**config.mk**
```make
export PLATFORM = sky130hd
export DESIGN_NAME = rr_arb_mux_4to1
export DESIGN_NICKNAME = d
export VERILOG_FILES = /design/src/rtl/rr_arb_pkg.sv /design/src/rtl/rr_arb_mux_4to1_mux.sv /design/src/rtl/rr_arb_mux_4to1.sv
export SDC_FILE = /design/constraint.sdc
export NUM_CORES = 1
export LEC_CHECK = 0
export CORE_ASPECT_RATIO = 2
export CORE_MARGIN = 2
export CORE_UTILIZATION = 25
export DETAILED_ROUTE_END_ITERATION = 8
export SLEW_MARGIN = 20
export SYNTH_ARGS = -nofsm -noshare
export SYNTH_HDL_FRONTEND = slang
export SYNTH_SLANG_ARGS = --single-unit
```
**constraint.sdc**
```tcl
create_clock -name clk -period 1.8 [get_ports clk]
set_input_delay 0.18 -clock clk [delete_from_list [all_inputs] [get_ports clk]]
set_output_delay 0.18 -clock clk [all_outputs]
set_load 0.1 [all_outputs]
```
**src/rtl/rr_arb_pkg.sv**
```systemverilog
// Shared constants, state encoding and the round-robin pick helper
// for the 4-requester arbiter.
package rr_arb_pkg;
  localparam int NUM_REQ = 4;
  localparam int SEL_W   = 2;

  typedef enum logic {IDLE, GRANT} arb_state_t;

  // First set bit of v, scanning ptr, ptr+1, ... with 2-bit wraparound.
  function automatic logic [SEL_W-1:0] rr_pick(logic [NUM_REQ-1:0] v, logic [SEL_W-1:0] ptr);
    logic [SEL_W-1:0] idx;
    logic             found;
    rr_pick = ptr;
    found   = 1'b0;
    for (int i = 0; i < NUM_REQ; i++) begin
      idx = ptr + SEL_W'(i);
      if (v[idx] && !found) begin
        rr_pick = idx;
        found   = 1'b1;
      end
    end
  endfunction
endpackage

```
**src/rtl/rr_arb_mux_4to1_mux.sv**
```systemverilog
// One bit-slice of the output mux: picks bit b of the four-bit lane vector a.
module mux_4to1 (
  input  logic [3:0] a,
  input  logic [1:0] b,
  output logic       y
);
  assign y = a[b];
endmodule

```
**src/rtl/rr_arb_mux_4to1.sv**
```systemverilog
// Round-robin arbiter driving the select of a WIDTH-bit 4:1 mux, with a
// valid/ready handshake toward the consumer and a stalled-grant timeout.
module rr_arb_mux_4to1
  import rr_arb_pkg::*;
#(
  parameter int WIDTH   = 8,
  parameter int TIMEOUT = 16
) (
  input  logic                     clk,
  input  logic                     rst,
  input  logic [NUM_REQ-1:0]       req,
  input  logic [NUM_REQ*WIDTH-1:0] in_data,
  input  logic                     out_ready,
  output logic [NUM_REQ-1:0]       gnt,
  output logic [NUM_REQ-1:0]       ack,
  output logic [SEL_W-1:0]         sel,
  output logic                     out_valid,
  output logic [WIDTH-1:0]         out_data,
  output logic                     timeout,
  output logic                     busy
);
  localparam int HOLD_W = (TIMEOUT == 0) ? 1 : $clog2(TIMEOUT + 1);

  arb_state_t          state_q, state_d;
  logic [NUM_REQ-1:0]  gnt_q, gnt_d;
  logic [SEL_W-1:0]    sel_q, sel_d;
  logic [SEL_W-1:0]    ptr_q, ptr_d;
  logic [HOLD_W-1:0]   hold_q, hold_d;
  logic                timeout_q, timeout_d;
  logic [SEL_W-1:0]    nxt;
  logic [NUM_REQ-1:0]  rem;

  always_comb begin
    state_d   = state_q;
    gnt_d     = gnt_q;
    sel_d     = sel_q;
    ptr_d     = ptr_q;
    hold_d    = hold_q;
    timeout_d = 1'b0;
    nxt       = sel_q + 1'b1;
    rem       = req & ~gnt_q;
    unique case (state_q)
      IDLE: begin
        if (|req) begin
          state_d = GRANT;
          sel_d   = rr_pick(req, ptr_q);
          gnt_d   = NUM_REQ'(1) << sel_d;
          hold_d  = '0;
        end
      end
      GRANT: begin
        if (out_ready) begin
          // Back-to-back re-grant skips the finishing owner, so no bubble.
          ptr_d = nxt;
          if (|rem) begin
            sel_d  = rr_pick(rem, nxt);
            gnt_d  = NUM_REQ'(1) << sel_d;
            hold_d = '0;
          end else begin
            state_d = IDLE;
            gnt_d   = '0;
          end
        end else if (!req[sel_q]) begin
          state_d = IDLE;
          gnt_d   = '0;
          ptr_d   = nxt;
        end else if (TIMEOUT != 0 && hold_q == HOLD_W'(TIMEOUT - 1)) begin
          state_d   = IDLE;
          gnt_d     = '0;
          ptr_d     = nxt;
          timeout_d = 1'b1;
        end else if (hold_q != {HOLD_W{1'b1}}) begin
          hold_d = hold_q + 1'b1;
        end
      end
      default: state_d = IDLE;
    endcase
  end

  always_ff @(posedge clk) begin
    if (rst) begin
      state_q   <= IDLE;
      gnt_q     <= '0;
      sel_q     <= '0;
      ptr_q     <= '0;
      hold_q    <= '0;
      timeout_q <= 1'b0;
    end else begin
      state_q   <= state_d;
      gnt_q     <= gnt_d;
      sel_q     <= sel_d;
      ptr_q     <= ptr_d;
      hold_q    <= hold_d;
      timeout_q <= timeout_d;
    end
  end

  assign gnt       = gnt_q;
  assign sel       = sel_q;
  assign ack       = gnt_q & {NUM_REQ{out_ready}};
  assign out_valid = (state_q == GRANT);
  assign busy      = (state_q == GRANT);
  assign timeout   = timeout_q;

  for (genvar i = 0; i < WIDTH; i++) begin : g_mux
    mux_4to1 u_mux (
      .a ({in_data[3*WIDTH+i], in_data[2*WIDTH+i], in_data[WIDTH+i], in_data[i]}),
      .b (sel_q),
      .y (out_data[i])
    );
  end
endmodule

```
==> insert_results.sql, run 1 <==
INSERT INTO impl_metrics (metric_group, metric, value, unit) VALUES
('clocking', 'ctsLongestPathBuffers', '2', ''),
('sta', 'final_hold_fails', '0', ''),
('worst_setup_path', 'crit_top_cell', 'ha_4', ''),
('clocking', 'clkSinkCount', '15', ''),
('global_route', 'grt_pass1_wl', '6.89', 'mm'),
('synth', 'synth_area', '1290', 'um2'),
('floorplan', 'ioPinCount', '60', ''),
('global_route', 'antenna_found_initial', '0', ''),
('global_route', 'first_global_vias', '1553', ''),
('pwr', 'power.density_cell_area', '815', 'nW/um2'),
('synth', 'synth_enable_flop_cells', '0', ''),
('floorplan', 'placementRows', '37', ''),
('sta', 'setup_viol', '3', ''),
('synth', 'synth_seq_area_share', '0.233', ''),
('floorplan', 'die-area', '5780', 'um2'),
('placed_design', 'port_buffers', '59', ''),
('finish', 'insertedDiodeCount', '0', ''),
('clocking', 'clock_latency_reported_for_the_late_side_of_the_worst_skew_pair', '260', 'ps'),
('finish', 'n_fill_cell', '492', ''),
('worst_setup_path', 'critPathRequiredTime', '2000', 'ps'),
('sta', 'timing.slew.headroom', '0.739', ''),
('detailed_routing', 'route.antenna.remaining_nets', '0', ''),
('clocking', 'cts-root-buf', 'clkbuf_8', ''),
('synth', 'syn_avg_cell_area', '8.83', 'um2'),
('sta', 'drv_slew', '0', ''),
('global_route', 'global_route.overflow_total', '0', ''),
('run_status', 'status', 'finished with violations', ''),
('detailed_routing', 'route.vias.total', '1502', ''),
('sta', 'setup_tns', '-68.5', 'ps'),
('floorplan', 'design.core.area', '5050', 'um2'),
('worst_setup_path', 'worst-endpoint-arrival', '2030', 'ps'),
('job', 'maxCapViolCount', '0', ''),
('finish', 'flow.area_growth_from_synthesis', '91.8', '%'),
('run_status', 'violated_checks', 'setup timing', ''),
('finish', 'layout.cells.most_common', 'buf_4', ''),
('worst_setup_path', 'critPathMaxStageDelay', '360', 'ps'),
('worst_setup_path', 'worst_setup_path_start_kind', 'register', ''),
('worst_setup_path', 'path_max_fanout', '6', ''),
('synth', 'yosys_most_used_dff', 'dfxtp_1', ''),
('worst_setup_path', 'setup.worst_path.end_class', 'register', ''),
('clocking', 'cts_made_buffers', '3', ''),
('pwr', 'total_leakage_power', '0.000973', 'uW'),
('detailed_routing', 'drt_wl_total', '4.19', 'mm'),
('worst_setup_path', 'crit_buf_inv', '1', ''),
('global_route', 'grt_start_max_net_pins', '15', ''),
('synth', 'synth.lib_cells_used.distinct', '50', ''),
('synth', 'syn_inst', '146', ''),
('detailed_routing', 'drt_iter0_drc', '26', ''),
('sta', 'fin_worst_skew', '6.64', 'ps'),
('finish', 'fin_nets', '276', ''),
('pwr', 'ir_drop', '0.559', 'mV'),
('synth', 'async_flop_share', '0', ''),
('worst_setup_path', 'setup.worst_path.class', 'register to register', ''),
('detailed_routing', 'routed_via_density', '5.16', ''),
('placed_design', 'place_inst', '284', ''),
('sta', 'maxClockFrequency', '0.546', 'GHz'),
('synth', 'ys_seq_elements', '15', ''),
('finish', 'final_cell_mix', 'buf_4, clkdlybuf4s50_1, buf_12', ''),
('sta', 'hold_ws', '505', 'ps'),
('sta', 'layout_setup_ws', '-32.4', 'ps'),
('placed_design', 'dp_slack', '-413', 'ps'),
('synth', 'synth_fp_nets', '188', ''),
('worst_setup_path', 'worst_path_dominant_cell_family', 'simple AND/OR/NAND/NOR gates', ''),
('clocking', 'clk_pin_slew', '70', 'ps'),
('floorplan', 'die_w', '54.8', 'um'),
('detailed_routing', 'drt-pass1-iter-count', '6', ''),
('pwr', 'power.total', '2020', 'uW'),
('placed_design', 'globalplace.congestion', '0.947', ''),
('sta', 'worst_pin_slew', '391', 'ps'),
('clocking', 'cts.hold.buffers_added', '0', ''),
('finish', 'finish.cell_count_without_fillers', '291', '');
## layout make-up
cell class	instances	area, um2	area share
Inverter	8	30.0	0.0121
Sequential cell	15	327	0.132
Timing Repair Buffer	97	1020	0.413
Multi-Input combinational cell	109	975	0.394
Clock buffer	3	41.3	0.0167
Tap cell	58	72.6	0.0294
Clock inverter	1	6.26	0.00253
## sequential cells by signal, summed over array words and instances (netlist names)
| signal | cells |
|---|---|
| sel | 2 |
| gnt | 4 |
| timeout | 1 |
| hold_q | 5 |
| busy | 1 |
| ptr_q | 2 |
## logic make-up (layout without fill, tap and decap cells)
kind of cell / count (synthesis) / count (layout) / synth area share
AND/OR/NAND/NOR: 55 / 55 / 0.250
AO/OA/AOI/OAI: 39 / 39 / 0.214
buffers and inverters: 22 / 109 / 0.0942
flip-flops: 15 / 15 / 0.233
multiplexers: 11 / 11 / 0.173
adder cells (fa/ha/maj): 3 / 3 / 0.0291
XOR/XNOR: 1 / 1 / 0.00680
## worst reg2reg max path, stage by stage, from the launching register on
cell and delay, ps:
dfxtp_2 340, ha_4 160, and3_4 190, ha_4 160, inv_2 50, a31oi_1 70, a311o_1 340, or3_1 360
a21oi_1 110
## synthesized netlist by cell type, types with 2 or more instances
| cell type | n | area share |
|---|---|---|
| dfxtp_1 | 15 | 0.23 |
| buf_4 | 10 | 0.058 |
| nor2_1 | 10 | 0.029 |
| mux4_2 | 9 | 0.16 |
| a21oi_1 | 8 | 0.031 |
| inv_1 | 8 | 0.023 |
| nor2b_1 | 8 | 0.039 |
| o21ai_0 | 6 | 0.023 |
| and2_1 | 5 | 0.024 |
| nand2_1 | 5 | 0.015 |
| a211oi_1 | 4 | 0.023 |
| ha_1 | 3 | 0.029 |
| nand2b_1 | 3 | 0.015 |
| nand3_1 | 3 | 0.012 |
| nand3b_1 | 3 | 0.017 |
| or2_2 | 3 | 0.015 |
| or3_1 | 3 | 0.015 |
| a31oi_1 | 2 | 0.0097 |
| and2b_1 | 2 | 0.012 |
| and3_1 | 2 | 0.0097 |
| clkbuf_1 | 2 | 0.0058 |
| mux2i_1 | 2 | 0.016 |
| nor4_1 | 2 | 0.0097 |
| o21bai_1 | 2 | 0.012 |
## worst paths after layout
check / start / end / slack, ps / depth (start not counted)
min: hold_q[3] / hold_q[3] / 500 / 2
max reg2reg: hold_q[0] / hold_q[2] / -30 / 8
min reg2reg: hold_q[3] / hold_q[3] / 500 / 2
max: hold_q[0] / hold_q[2] / -30 / 8
## metrics by stage
stage                util  area (um2)
floorplan               -        1360
global placement    0.455        2300
detailed placement  0.455        2300
CTS                 0.480        2420
global route        0.490        2470
finish              0.490        2470
## where the power goes
part | internal [uW] | switching (uW) | leakage [uW]
Clock | 157 | 134 | 0.0000260
Sequential | 364 | 40.0 | 0.000128
Combinational | 548 | 773 | 0.000819
## routing by layer
layer,part of all wire,GRT usage,up-vias,wire length [um]
li1,-,-,721,-
met1,0.39,0.187,723,1650
met2,0.54,0.273,51,2270
met3,0.048,0.0170,7,199
met4,0.017,0.0518,0,73
met5,0,0,-,0
## what timing repair did
action                     in CTS  in global routing
buffers inserted                3                  0
gates resized for setup        17                 12
gates cloned                    0                  0
setup endpoints to repair      10                 12
pin swaps                       3                  3
(Power assumes the default switching activity.)
==> run 2, diff against run 1 <==
--- a/config.mk
+++ b/config.mk
@@ -11,2 +11,3 @@
 export DETAILED_ROUTE_END_ITERATION = 8
+export GPL_ROUTABILITY_DRIVEN = 0
 export SLEW_MARGIN = 20
==> constraint.sdc (replaced) <==
create_clock -name clk -period 1.8 [get_ports clk]
set_input_delay 0.36 -clock clk [delete_from_list [all_inputs] [get_ports clk]]
set_output_delay 0.36 -clock clk [all_outputs]
set_load 0.1 [all_outputs]
==> run 2 against run 1 <==
The run still ends with setup timing left; count of clock-buffer cells in the layout stayed put; critical path depth decreased by 5; worst setup slack got worse by 63 ps; clock skew up 0.58 ps; register-to-register slack worse by 20 ps; power grew 1.5%; global-route usage fell by 0.50 points; largest power group unchanged; highest routed layer unchanged.
==> insert_results.sql, run 2 (synthesized netlist as in run 1, its figures left out) <==
INSERT INTO impl_metrics (metric_group, metric, value, unit) VALUES
('pwr', 'ir_drop', '0.523', 'mV'),
('floorplan', 'placementRows', '37', ''),
('global_route', 'grt_pass1_wl', '6.64', 'mm'),
('detailed_routing', 'routed_via_density', '5.21', ''),
('finish', 'layout.cells.most_common', 'buf_4', ''),
('floorplan', 'ioPinCount', '60', ''),
('worst_setup_path', 'worstRegToRegCells', '8', ''),
('finish', 'top_register', 'hold_q', ''),
('detailed_routing', 'route.antenna.remaining_nets', '0', ''),
('floorplan', 'die-area', '5780', 'um2'),
('clocking', 'clk_pin_slew', '70', 'ps'),
('placed_design', 'place_hpwl', '3.39', 'mm'),
('finish', 'largest_reg_flops', '5', ''),
('detailed_routing', 'drt_iter0_drc', '51', ''),
('sta', 'maxClockFrequency', '0.528', 'GHz'),
('min_path', 'min_from', 'hold_q[3]', ''),
('finish', 'finalCoreUtilization', '0.505', ''),
('detailed_routing', 'routed_wirelength_normalized_by_instance_count', '14.5', 'um'),
('sta', 'drv_slew', '0', ''),
('worst_setup_path', 'regToRegEndpoint', 'hold_q[0]', ''),
('sta', 'unrepaired_setup_endpoints_after_global_routing', 'yes', ''),
('min_path', 'hold_path_end', 'hold_q[3]', ''),
('worst_setup_path', 'worst-endpoint-arrival', '1540', 'ps'),
('finish', 'finish.cell_count_without_fillers', '290', ''),
('global_route', 'antenna_found_initial', '0', ''),
('placed_design', 'dp_slack', '-462', 'ps'),
('clocking', 'tritoncts', 'built', ''),
('clocking', 'cts.hold.buffers_added', '0', ''),
('placed_design', 'port_buffers', '59', ''),
('clocking', 'clock_latency_reported_for_the_late_side_of_the_worst_skew_pair', '250', 'ps'),
('worst_setup_path', 'path_max_fanout', '7', ''),
('finish', 'final_cell_mix', 'buf_4, clkdlybuf4s50_1, buf_12', ''),
('clocking', 'cts_made_buffers', '3', ''),
('sta', 'timing.final.crit_share', '1.05', ''),
('finish', 'post_route_cells_drive_above_1_share', '0.448', ''),
('detailed_routing', 'drt_wl_total', '4.21', 'mm'),
('clocking', 'clkSinkCount', '15', ''),
('pwr', 'total_leakage_power', '0.000975', 'uW'),
('finish', 'flow.area_growth_from_synthesis', '97.8', '%'),
('pwr', 'power.density_cell_area', '803', 'nW/um2'),
('worst_setup_path', 'setup.worst_path.class', 'register to output pin', ''),
('detailed_routing', 'drt-pass1-iter-count', '4', ''),
('clocking', 'cts-root-buf', 'clkbuf_8', ''),
('run_status', 'status', 'finished with violations', ''),
('clocking', 'ctsLongestPathBuffers', '2', ''),
('sta', 'fin_worst_skew', '7.22', 'ps'),
('sta', 'timing.slew.headroom', '0.722', ''),
('pwr', 'power.total', '2050', 'uW'),
('finish', 'seq_area', '327', 'um2'),
('floorplan', 'design.core.area', '5050', 'um2'),
('floorplan', 'initial_core_util', '0.255', ''),
('worst_setup_path', 'r2r-start', 'hold_q[0]', ''),
('floorplan', 'die_w', '54.8', 'um'),
('sta', 'final_hold_fails', '0', ''),
('worst_setup_path', 'setup.worst_path.end_class', 'output pin', ''),
('detailed_routing', 'drc', '0', ''),
('sta', 'worst_pin_slew', '414', 'ps'),
('job', 'maxCapViolCount', '0', ''),
('floorplan', 'die_h', '106', 'um'),
('finish', 'n_fill_cell', '448', ''),
('global_route', 'global_route.overflow_total', '0', ''),
('min_path', 'holdPathStages', '2', ''),
('sta', 'layout_setup_ws', '-95.3', 'ps'),
('worst_setup_path', 'critPathRequiredTime', '1440', 'ps'),
('run_status', 'violated_checks', 'setup timing', ''),
('sta', 'finalCriticalPeriod', '1900', 'ps'),
('finish', 'fin_nets', '275', ''),
('global_route', 'groute.usage.overall', '0.152', ''),
('worst_setup_path', 'worst_setup_path_start_kind', 'register', ''),
('sta', 'setup_tns', '-800', 'ps'),
('finish', 'insertedDiodeCount', '0', ''),
('placed_design', 'place_inst', '282', ''),
('global_route', 'first_global_vias', '1490', ''),
('min_path', 'hp-class', 'register to register', ''),
('worst_setup_path', 'reg2reg_slack', '-50', 'ps'),
('global_route', 'grt_start_max_net_pins', '12', ''),
('finish', 'multiInputGateArea', '986', 'um2'),
('detailed_routing', 'route.vias.total', '1510', ''),
('clocking', 'ctsHtreeMaxLevel', '1', ''),
('sta', 'setup_viol', '12', '');
[run 2: cell types whose count changed in the layout (fill, tap and decap cells not counted), sizes merged]
| cell | previous run | this run |
|---|---|---|
| clkdlybuf4s50 | 34 | 33 |
| dlymetal6s2s | 2 | 0 |
| buf | 59 | 58 |
| dlygate4sd2 | 2 | 5 |
| inv | 9 | 8 |
| clkinv | 0 | 1 |
[run 2: how the worst max path moves through the flow]
stage,slack (ps),to,startpoint,cells after the start
2_1_floorplan,-110,out_data[0],sel[0],4
3_3_place_gp,-430,hold_q[2],req[1],7
3_5_place_dp,-460,hold_q[2],req[3],6
4_1_cts,-150,hold_q[2],hold_q[0],8
5_1_grt,-130,out_data[7],sel[0],3
6_report,-100,out_data[7],sel[0],3
[run 2: timing repair]
| item | 4_1_cts | 5_1_grt |
|---|---|---|
| pin swaps | 7 | 6 |
| setup buffers | 3 | 2 |
| endpoints found under the setup margin | 24 | 20 |
| resized for setup | 25 | 5 |
[run 2: layout make-up]
class	count	share of cell area
tap	58	0.0285
inverter	8	0.0118
multi-input combinational	109	0.387
sequential	15	0.128
clock buffer	3	0.0162
clock inverter	1	0.00196
timing repair buffer	96	0.427
[run 2: metal layers]
layer	track usage	vias to the layer above	part of all wire
met5	0	-	0
met4	0.0714	0	0.034
met3	0.0326	13	0.077
li1	-	720	-
met2	0.242	61	0.53
met1	0.184	716	0.36
[run 2: power by group]
group | internal (uW) | switching (uW) | leakage [uW] | total, uW
combinational | 581 | 765 | 0.000821 | 1350
clock | 154 | 131 | 0.0000255 | 284
sequential | 365 | 51.6 | 0.000128 | 416
total | 1100 | 948 | 0.000975 | 2050
[run 2: stage by stage]
stage	instance area [um2]	hold slack, ps
final	2550	495
after global routing	2550	525
after CTS	2510	500
after detailed placement	2370	481
after global placement	2370	468
after floorplan	1390	449
[run 2: worst max-delay path, stage by stage (launching register included)]
cell     delay, ps
dfxtp_4        410
buf_6          150
mux4_2         530
buf_12         190
